`src/rtl/cola_escritura_reg.sv`:
```
// cola_escritura_reg
// In-order write queue in front of the 32x32 register bank. Requests are
// accepted through a valid/ready handshake. They are drained one per cycle
// onto the bank write port (RWEN/DirWrite/DatoNuevo). Pending entries are
// forwarded combinationally to both read ports so reads never see stale data.
// Writes to register 0 complete the handshake but are dropped, because that
// register is hard-wired in the bank.

module cola_escritura_reg #(
    parameter int DEPTH = 4,
    parameter int AW    = 5,
    parameter int DW    = 32
) (
    input  logic                     clk,
    input  logic                     rst,
    input  logic                     in_valid,
    output logic                     in_ready,
    input  logic [AW-1:0]            in_dir,
    input  logic [DW-1:0]            in_dato,
    input  logic                     drain_en,
    output logic                     RWEN,
    output logic [AW-1:0]            DirWrite,
    output logic [DW-1:0]            DatoNuevo,
    input  logic [AW-1:0]            Dir1,
    input  logic [AW-1:0]            Dir2,
    output logic                     Hit1,
    output logic [DW-1:0]            Fwd1,
    output logic                     Hit2,
    output logic [DW-1:0]            Fwd2,
    output logic [$clog2(DEPTH):0]   count
);

    localparam int PW = $clog2(DEPTH);
    localparam int CW = PW + 1;

    // Queue storage; vld_r marks entries not yet presented to the bank
    logic [AW-1:0]    mem_dir_r  [DEPTH];
    logic [DW-1:0]    mem_dato_r [DEPTH];
    logic [DEPTH-1:0] vld_r;

    logic [PW-1:0]    wr_ptr_r;
    logic [PW-1:0]    rd_ptr_r;
    logic [CW-1:0]    count_r;

    logic             rwen_r;
    logic [AW-1:0]    dir_write_r;
    logic [DW-1:0]    dato_nuevo_r;

    logic             push_s;
    logic             pop_s;
    logic [PW-1:0]    idx_s;
    logic             hit1_s;
    logic             hit2_s;
    logic [DW-1:0]    fwd1_s;
    logic [DW-1:0]    fwd2_s;

    // Full/empty come from the occupancy counter, never from pointer equality
    assign in_ready = (count_r < CW'(DEPTH));

    // A register-0 request is handshaken but produces no storage side effects.
    // A pop only looks at entries already present before this edge.
    assign push_s = in_valid && in_ready && (in_dir != {AW{1'b0}});
    assign pop_s  = drain_en && (count_r != {CW{1'b0}});

    // Pointer and occupancy bookkeeping
    always_ff @(posedge clk) begin
        if (rst) begin
            wr_ptr_r <= {PW{1'b0}};
            rd_ptr_r <= {PW{1'b0}};
            count_r  <= {CW{1'b0}};
        end else begin
            if (push_s) begin
                wr_ptr_r <= wr_ptr_r + PW'(1);
            end
            if (pop_s) begin
                rd_ptr_r <= rd_ptr_r + PW'(1);
            end
            case ({push_s, pop_s})
                2'b10:   count_r <= count_r + CW'(1);
                2'b01:   count_r <= count_r - CW'(1);
                default: count_r <= count_r;
            endcase
        end
    end

    // Entry storage and valid bits (push and pop never hit the same slot)
    always_ff @(posedge clk) begin
        if (rst) begin
            for (int i = 0; i < DEPTH; i++) begin
                mem_dir_r[i]  <= {AW{1'b0}};
                mem_dato_r[i] <= {DW{1'b0}};
            end
            vld_r <= {DEPTH{1'b0}};
        end else begin
            if (push_s) begin
                mem_dir_r[wr_ptr_r]  <= in_dir;
                mem_dato_r[wr_ptr_r] <= in_dato;
                vld_r[wr_ptr_r]      <= 1'b1;
            end
            if (pop_s) begin
                vld_r[rd_ptr_r] <= 1'b0;
            end
        end
    end

    // Registered bank write port; address/data hold when nothing is drained
    always_ff @(posedge clk) begin
        if (rst) begin
            rwen_r       <= 1'b0;
            dir_write_r  <= {AW{1'b0}};
            dato_nuevo_r <= {DW{1'b0}};
        end else if (pop_s) begin
            rwen_r       <= 1'b1;
            dir_write_r  <= mem_dir_r[rd_ptr_r];
            dato_nuevo_r <= mem_dato_r[rd_ptr_r];
        end else begin
            rwen_r       <= 1'b0;
            dir_write_r  <= dir_write_r;
            dato_nuevo_r <= dato_nuevo_r;
        end
    end

    // Read bypass: scan oldest to youngest so the last match is the youngest
    always_comb begin
        hit1_s = 1'b0;
        fwd1_s = {DW{1'b0}};
        hit2_s = 1'b0;
        fwd2_s = {DW{1'b0}};
        idx_s  = rd_ptr_r;
        for (int i = 0; i < DEPTH; i++) begin
            idx_s = rd_ptr_r + PW'(i);
            if (vld_r[idx_s] && (mem_dir_r[idx_s] == Dir1) && (Dir1 != {AW{1'b0}})) begin
                hit1_s = 1'b1;
                fwd1_s = mem_dato_r[idx_s];
            end else begin
                hit1_s = hit1_s;
                fwd1_s = fwd1_s;
            end
            if (vld_r[idx_s] && (mem_dir_r[idx_s] == Dir2) && (Dir2 != {AW{1'b0}})) begin
                hit2_s = 1'b1;
                fwd2_s = mem_dato_r[idx_s];
            end else begin
                hit2_s = hit2_s;
                fwd2_s = fwd2_s;
            end
        end
    end

    assign RWEN      = rwen_r;
    assign DirWrite  = dir_write_r;
    assign DatoNuevo = dato_nuevo_r;
    assign Hit1      = hit1_s;
    assign Fwd1      = fwd1_s;
    assign Hit2      = hit2_s;
    assign Fwd2      = fwd2_s;
    assign count     = count_r;

endmodule
```
`config.mk`:
```
export PLATFORM = sky130hd
export DESIGN_NAME = cola_escritura_reg
export DESIGN_NICKNAME = d
export VERILOG_FILES = /design/src/rtl/cola_escritura_reg.sv
export SDC_FILE = /design/constraint.sdc
export NUM_CORES = 1
export LEC_CHECK = 0
export BUFFER_PORTS_ARGS = -buffer_cell sky130_fd_sc_hd__buf_2
export CORE_UTILIZATION = 47
export DETAILED_ROUTE_END_ITERATION = 10
export PLACE_DENSITY = 0.64
export SLEW_MARGIN = 20
export SYNTH_ARGS = -nofsm -noshare
export SYNTH_HDL_FRONTEND = slang
export SYNTH_SLANG_ARGS = --single-unit
export TNS_END_PERCENT = 1
```
`constraint.sdc`:
```
create_clock -name clk -period 14.65 [get_ports clk]
set_clock_uncertainty 0.1 [all_clocks]
set_input_delay 2.93 -clock clk [delete_from_list [all_inputs] [get_ports clk]]
set_output_delay 2.93 -clock clk [all_outputs]
set_load 0.05 [all_outputs]
```
# Yosys cells after proc, flatten, opt, wreduce, memory -nomap -nowiden
# Memory sizes are Yosys's and may differ from the RTL's. A register that Yosys moved wholly into a read port is not among the register bits.
# Cells that the tools add are included.
# totals
reg_bits	49
latchBits	0
ram_bits	148
romBits	0
input_bits	51
output_inout_bits	108
wordCells	112
memories	2
# memory_table
memory	depth	word_bits	rd	rd_clocked_by_memory_dff	write_ports	line	text
mem_dato_r	4	32	4	1	4	38	logic [DW-1:0] mem_dato_r [DEPTH];
mem_dir_r	4	5	4	1	4	37	logic [AW-1:0] mem_dir_r [DEPTH];
# op_classes
add_sub_neg	6
n_mul	0
div	0
order_cmp	8
n_eq_ne	10
n_shift	0
n_mux	48
bitwise	3
reduce_logical	28
# op_table
cell	count
32-bit 2-to-1 mux	9
5-bit equality test	8
32-bit OR reduction	1
1-bit 2-to-1 mux	22
1-bit logical AND	21
2-bit by 3-bit less-than comparator with 1-bit output (second input constant)	5
5-bit nonzero test	3
2-bit 2-to-1 mux	6
4-bit 2-to-1 mux	3
1-bit binary-select mux with 2-bit select	4
3-bit one-hot mux with 2 select lines	1
5-bit 2-to-1 mux	1
5-bit OR reduction	1
2-bit by 1-bit adder with 2-bit output (second input constant)	2
2-bit adder (second input constant)	2
4-bit bitwise AND	1
1-bit demux with 2-bit select	2
2-bit by 1-bit >= comparator with 1-bit output (second input constant)	2
4-bit inverter	1
4-bit bitwise OR	1
3-bit by 1-bit adder with 3-bit output (second input constant)	1
3-bit less-than comparator (second input constant)	1
3-bit nonzero test	1
3-bit by 1-bit subtractor with 3-bit output (second input constant)	1
other kinds (3)	3

# Longest topological paths before layout
# depth
depth_word	9
mapped_depth	18
ltp_nobuf	9

# Worst setup path after synthesis
# OpenSTA, ideal clock, no wires.
# synth_path
path_type	input -> output
start	input Dir2[0]
end	output Fwd2[8]
t_arrival_ns	5.547
required_ns	11.620
path_slack_ns	6.073
path_stages	8
cell_sequence	clkbuf_1 > nor3_1 > and2_1 > or3_1 > nor2_1 > clkbuf_1 > a221oi_1 > o31ai_1
# synth_between
elab_chain_len	7
word_cells_on_any_way	17
cone_classes	eq/ne: 4; mux: 4; reduce/logical: 9
# synth_lines
item	line	text
from (decl)	25	input logic [AW-1:0] Dir2,
5-bit equality test	139	if (vld_r[idx_s] && (mem_dir_r[idx_s] == Dir2) && (Dir2 != {AW{1'b0}})) begin
1-bit logical AND (2 in series)	139	
32-bit 2-to-1 mux (3 in series)	139	
32-bit 2-to-1 mux *	139	
to (decl)	29	output logic [DW-1:0] Fwd2,
# Mark *: on every way between the ends. The rest lies on a longest branch, timed or not.

# Worst setup path after layout
# layout_path
start	register rd_ptr_r[0]
end	output Fwd1[15]
# layout_between
word_cells_on_any_way	28
cone_classes	add/sub: 3; eq/ne: 3; mux: 12; reduce/logical: 8; memory: 2
# layout_rtl
item	line	text
from (decl)	42	logic [PW-1:0] rd_ptr_r;
from (signal assigned)	69	rd_ptr_r <= {PW{1'b0}};
from (signal assigned)	76	rd_ptr_r <= rd_ptr_r + PW'(1);
2-bit adder *	131	idx_s = rd_ptr_r + PW'(i);
net idx_s[0]	51	logic [PW-1:0] idx_s;
memory read 4 x 5 bit or 1-bit binary-select mux with 2-bit select (tied branches)	n/a	
5-bit equality test or 1-bit 2-to-1 mux (tied branches)	132	if (vld_r[idx_s] && (mem_dir_r[idx_s] == Dir1) && (Dir1 != {AW{1'b0}})) begin
1-bit logical AND (2 in series)	132	
32-bit 2-to-1 mux *	132	
to (decl)	27	output logic [DW-1:0] Fwd1,
# The timed path passes the listed nets; every way through them passes the cells marked *. The select of a mux whose other input is x is not followed.

==> results.tsv <==
metric	value	unit
status	complete, no violations	
cts_hold_buf	0	
hpwl	25700	µm
grt_pass1_vias	10400	
critical_path_required	11.62	ns
synth_area_leaders	edfxtp_1, mux4_2, and2_1	
synth_fp_nets	1233	
final_common_cell	and2_1	
slew_viol_final	0	
die_w	172	µm
critical_path.endpoint	Fwd1[15]	
syn_area	13500	µm²
vias	10700	
worst_setup_path_start_kind	register	
crit_start	rd_ptr_r[0]$_SDFFE_PP0N_	
finalWeightedCongestion	0.901	
std_cell_rows	61	
grt_pass1_wl	62200	µm
grt_max_degree	57	
finalCritPeriodShare	0.608	
synth-seq-cells	199	
rsz0062_at_grt	no	
postCtsSetupRepairBufs	0	
rrSetupSlack	11.27	ns
vias_per_cell	6.46	
path_max_fanout	42	
initial_utilization	0.482	
hp-class	reg -> reg	
finalWirelength	40900	µm
cts-root-buf	clkbuf_16	
r2r_end	mem_dato_r[2][22]$_SDFFCE_PN0P_	
total_power	2.23	mW
final_nets	1322	
ys_warn_count	0	
drive_gt1_frac	0.305	
pwr_density_cell	147	nW/µm²
reg2reg_from	count[2]$_SDFFE_PP0P_	
wl_per_cell	24.7	µm
synth_top_flop_cell	edfxtp_1	
synth_area_leader_cell	edfxtp_1	
peakVddDrop	0.0000977	V
max-slew-margin-rel	0.217	
ctsResizeCount	0	
crit_type	reg -> out	
placed_cells	1620	
syn_to_final_growth	12.4	%
n_fill_cell	2427	
fmax	112	MHz
io_buffers	158	
r2r_cells	7	
fp.coreArea	28000	µm²
clk_pin_slew	0.07	ns
drtAntennaViolNets	0	
cts_tree	yes	
die_y	172	µm
leakagePower	5.33	nW
hold_ws	0.351	ns
cts.htree.levels	4	
antenna_found_initial	3	
synth_edf_count	148	
finalNonFillerCells	1654	
floorplan.die_area	29400	µm²
finalCriticalPeriod	8.90	ns
cts_buffer_depth	2	
drc	0	
clkLatencyLatePin	0.44	ns
final_core_utilization	0.542	
async_flop_share	0	
cts_buffers	17	
dr.first_iter.drc_count	1288	
syn_avg_cell_area	11.5	µm²
synth_top_area_share	0.329	
tns	0	ns
grt.overflow.total	0	
yosysSeqAreaShare	0.405	
pin_count	159	
synth_cells	1172	
cp.arrival	5.87	ns
cp-end-kind	output pin	
hold_viol	0	
tightest_slew	1.17	ns
cts_sinks	199	
drt-pass1-iter-count	5	
grt.total_usage	0.286	
drv_cap	0	
most-common-layout-cells	and2_1, buf_2, nand2_1, edfxtp_1, mux4_2	
setup_viol	0	
synth.distinct_cells	43	
critical path: stages (launching register included):
cell      delay, ns
dfxtp_4        0.70
inv_1          0.21
ha_4           0.70
buf_4          0.67
mux4_2         0.65
xnor2_1        0.21
and2_1         0.22
a311oi_4       0.84
buf_4          0.41
a221oi_1       0.13
o31ai_1        0.32
buf_2          0.33
kinds of logic (layout without fill, tap and decap cells):
kind of cell             Yosys count  in the layout  synth area share
AO/OA/AOI/OAI                    195            195             0.105
XOR/XNOR                          43             43            0.0279
adder cells (fa/ha/maj)           10             10           0.00982
buffers and inverters            129            231            0.0404
flip-flops                       199            199             0.405
multiplexers                     158            158             0.249
other                              0              2                 0
AND/OR/NAND/NOR                  438            438             0.163
Yosys cell counts, types with 3 or more instances:
| cell type | n |
|---|---|
| mux4_2 | 142 |
| ha_1 | 9 |
| mux2i_1 | 9 |
| o21ai_0 | 4 |
| o31ai_1 | 61 |
| mux2_2 | 7 |
| a211oi_1 | 9 |
| and2_1 | 180 |
| nand2_1 | 148 |
| buf_2 | 22 |
| o22ai_1 | 3 |
| dfxtp_1 | 51 |
| nor2_1 | 74 |
| or2_2 | 4 |
| or3_1 | 4 |
| xnor2_1 | 37 |
| buf_1 | 14 |
| xor2_1 | 6 |
| buf_4 | 3 |
| a21oi_1 | 47 |
| clkbuf_1 | 74 |
| buf_6 | 3 |
| a221oi_1 | 62 |
| o21bai_1 | 3 |
| inv_1 | 11 |
| nor3_1 | 9 |
| edfxtp_1 | 148 |
| nand4_1 | 8 |
flip-flops by register name (all words and copies together) (netlist names), named ones only:
| register | flops |
|---|---|
| mem_dato_r | 128 |
| DatoNuevo | 32 |
| mem_dir_r | 20 |
| DirWrite | 5 |
| vld_r | 4 |
| count | 3 |
| rd_ptr_r | 2 |
| wr_ptr_r | 2 |
| RWEN | 1 |
layer usage:
metal  global-route usage  vias up  wire (µm)
li1                     -     4639          -
met4                0.105        4       1120
met1                0.377     5351      16200
met5                    0        -         22
met2                0.476      599      19800
met3               0.0479       87       3720
worst min-delay path by stage:
stage,start,end,slack [ns],cells past startpoint
finish,DatoNuevo[2]$_SDFFE_PP0N_,DatoNuevo[2]$_SDFFE_PP0N_,0.35,2
global route,DatoNuevo[17]$_SDFFE_PP0N_,DatoNuevo[17]$_SDFFE_PP0N_,0.38,2
CTS,DatoNuevo[2]$_SDFFE_PP0N_,DatoNuevo[2]$_SDFFE_PP0N_,0.35,2
detailed placement,DatoNuevo[10]$_SDFFE_PP0N_,DatoNuevo[10]$_SDFFE_PP0N_,0.34,2
global placement,DirWrite[1]$_SDFFE_PP0N_,DirWrite[1]$_SDFFE_PP0N_,0.34,2
floorplan,vld_r[1]$_SDFF_PP0_,vld_r[1]$_SDFF_PP0_,0.40,2
layout make-up:
class	count	area [µm²]	area share
multi-input combinational	844	7600	0.501
sequential	199	5470	0.360
timing repair buffer	186	1000	0.0659
tap	378	473	0.0311
clock buffer	20	437	0.0288
clock inverter	12	145	0.00956
inverter	13	48.8	0.00321
antenna	2	5.00	0.000330
power breakdown:
group | switching (mW) | internal (mW) | total (mW)
Combinational | 0.570 | 0.410 | 0.980
Clock | 0.228 | 0.256 | 0.484
Sequential | 0.0813 | 0.687 | 0.769
Total | 0.879 | 1.35 | 2.23
metrics by stage:
stage,setup WS (ns),area (µm²)
2_1_floorplan,6.07,13500
3_3_place_gp,5.93,14600
3_5_place_dp,5.93,14600
4_1_cts,5.71,15200
5_1_grt,5.37,15200
6_report,5.75,15200
No activity file was read; power rests on OpenSTA's default activity.
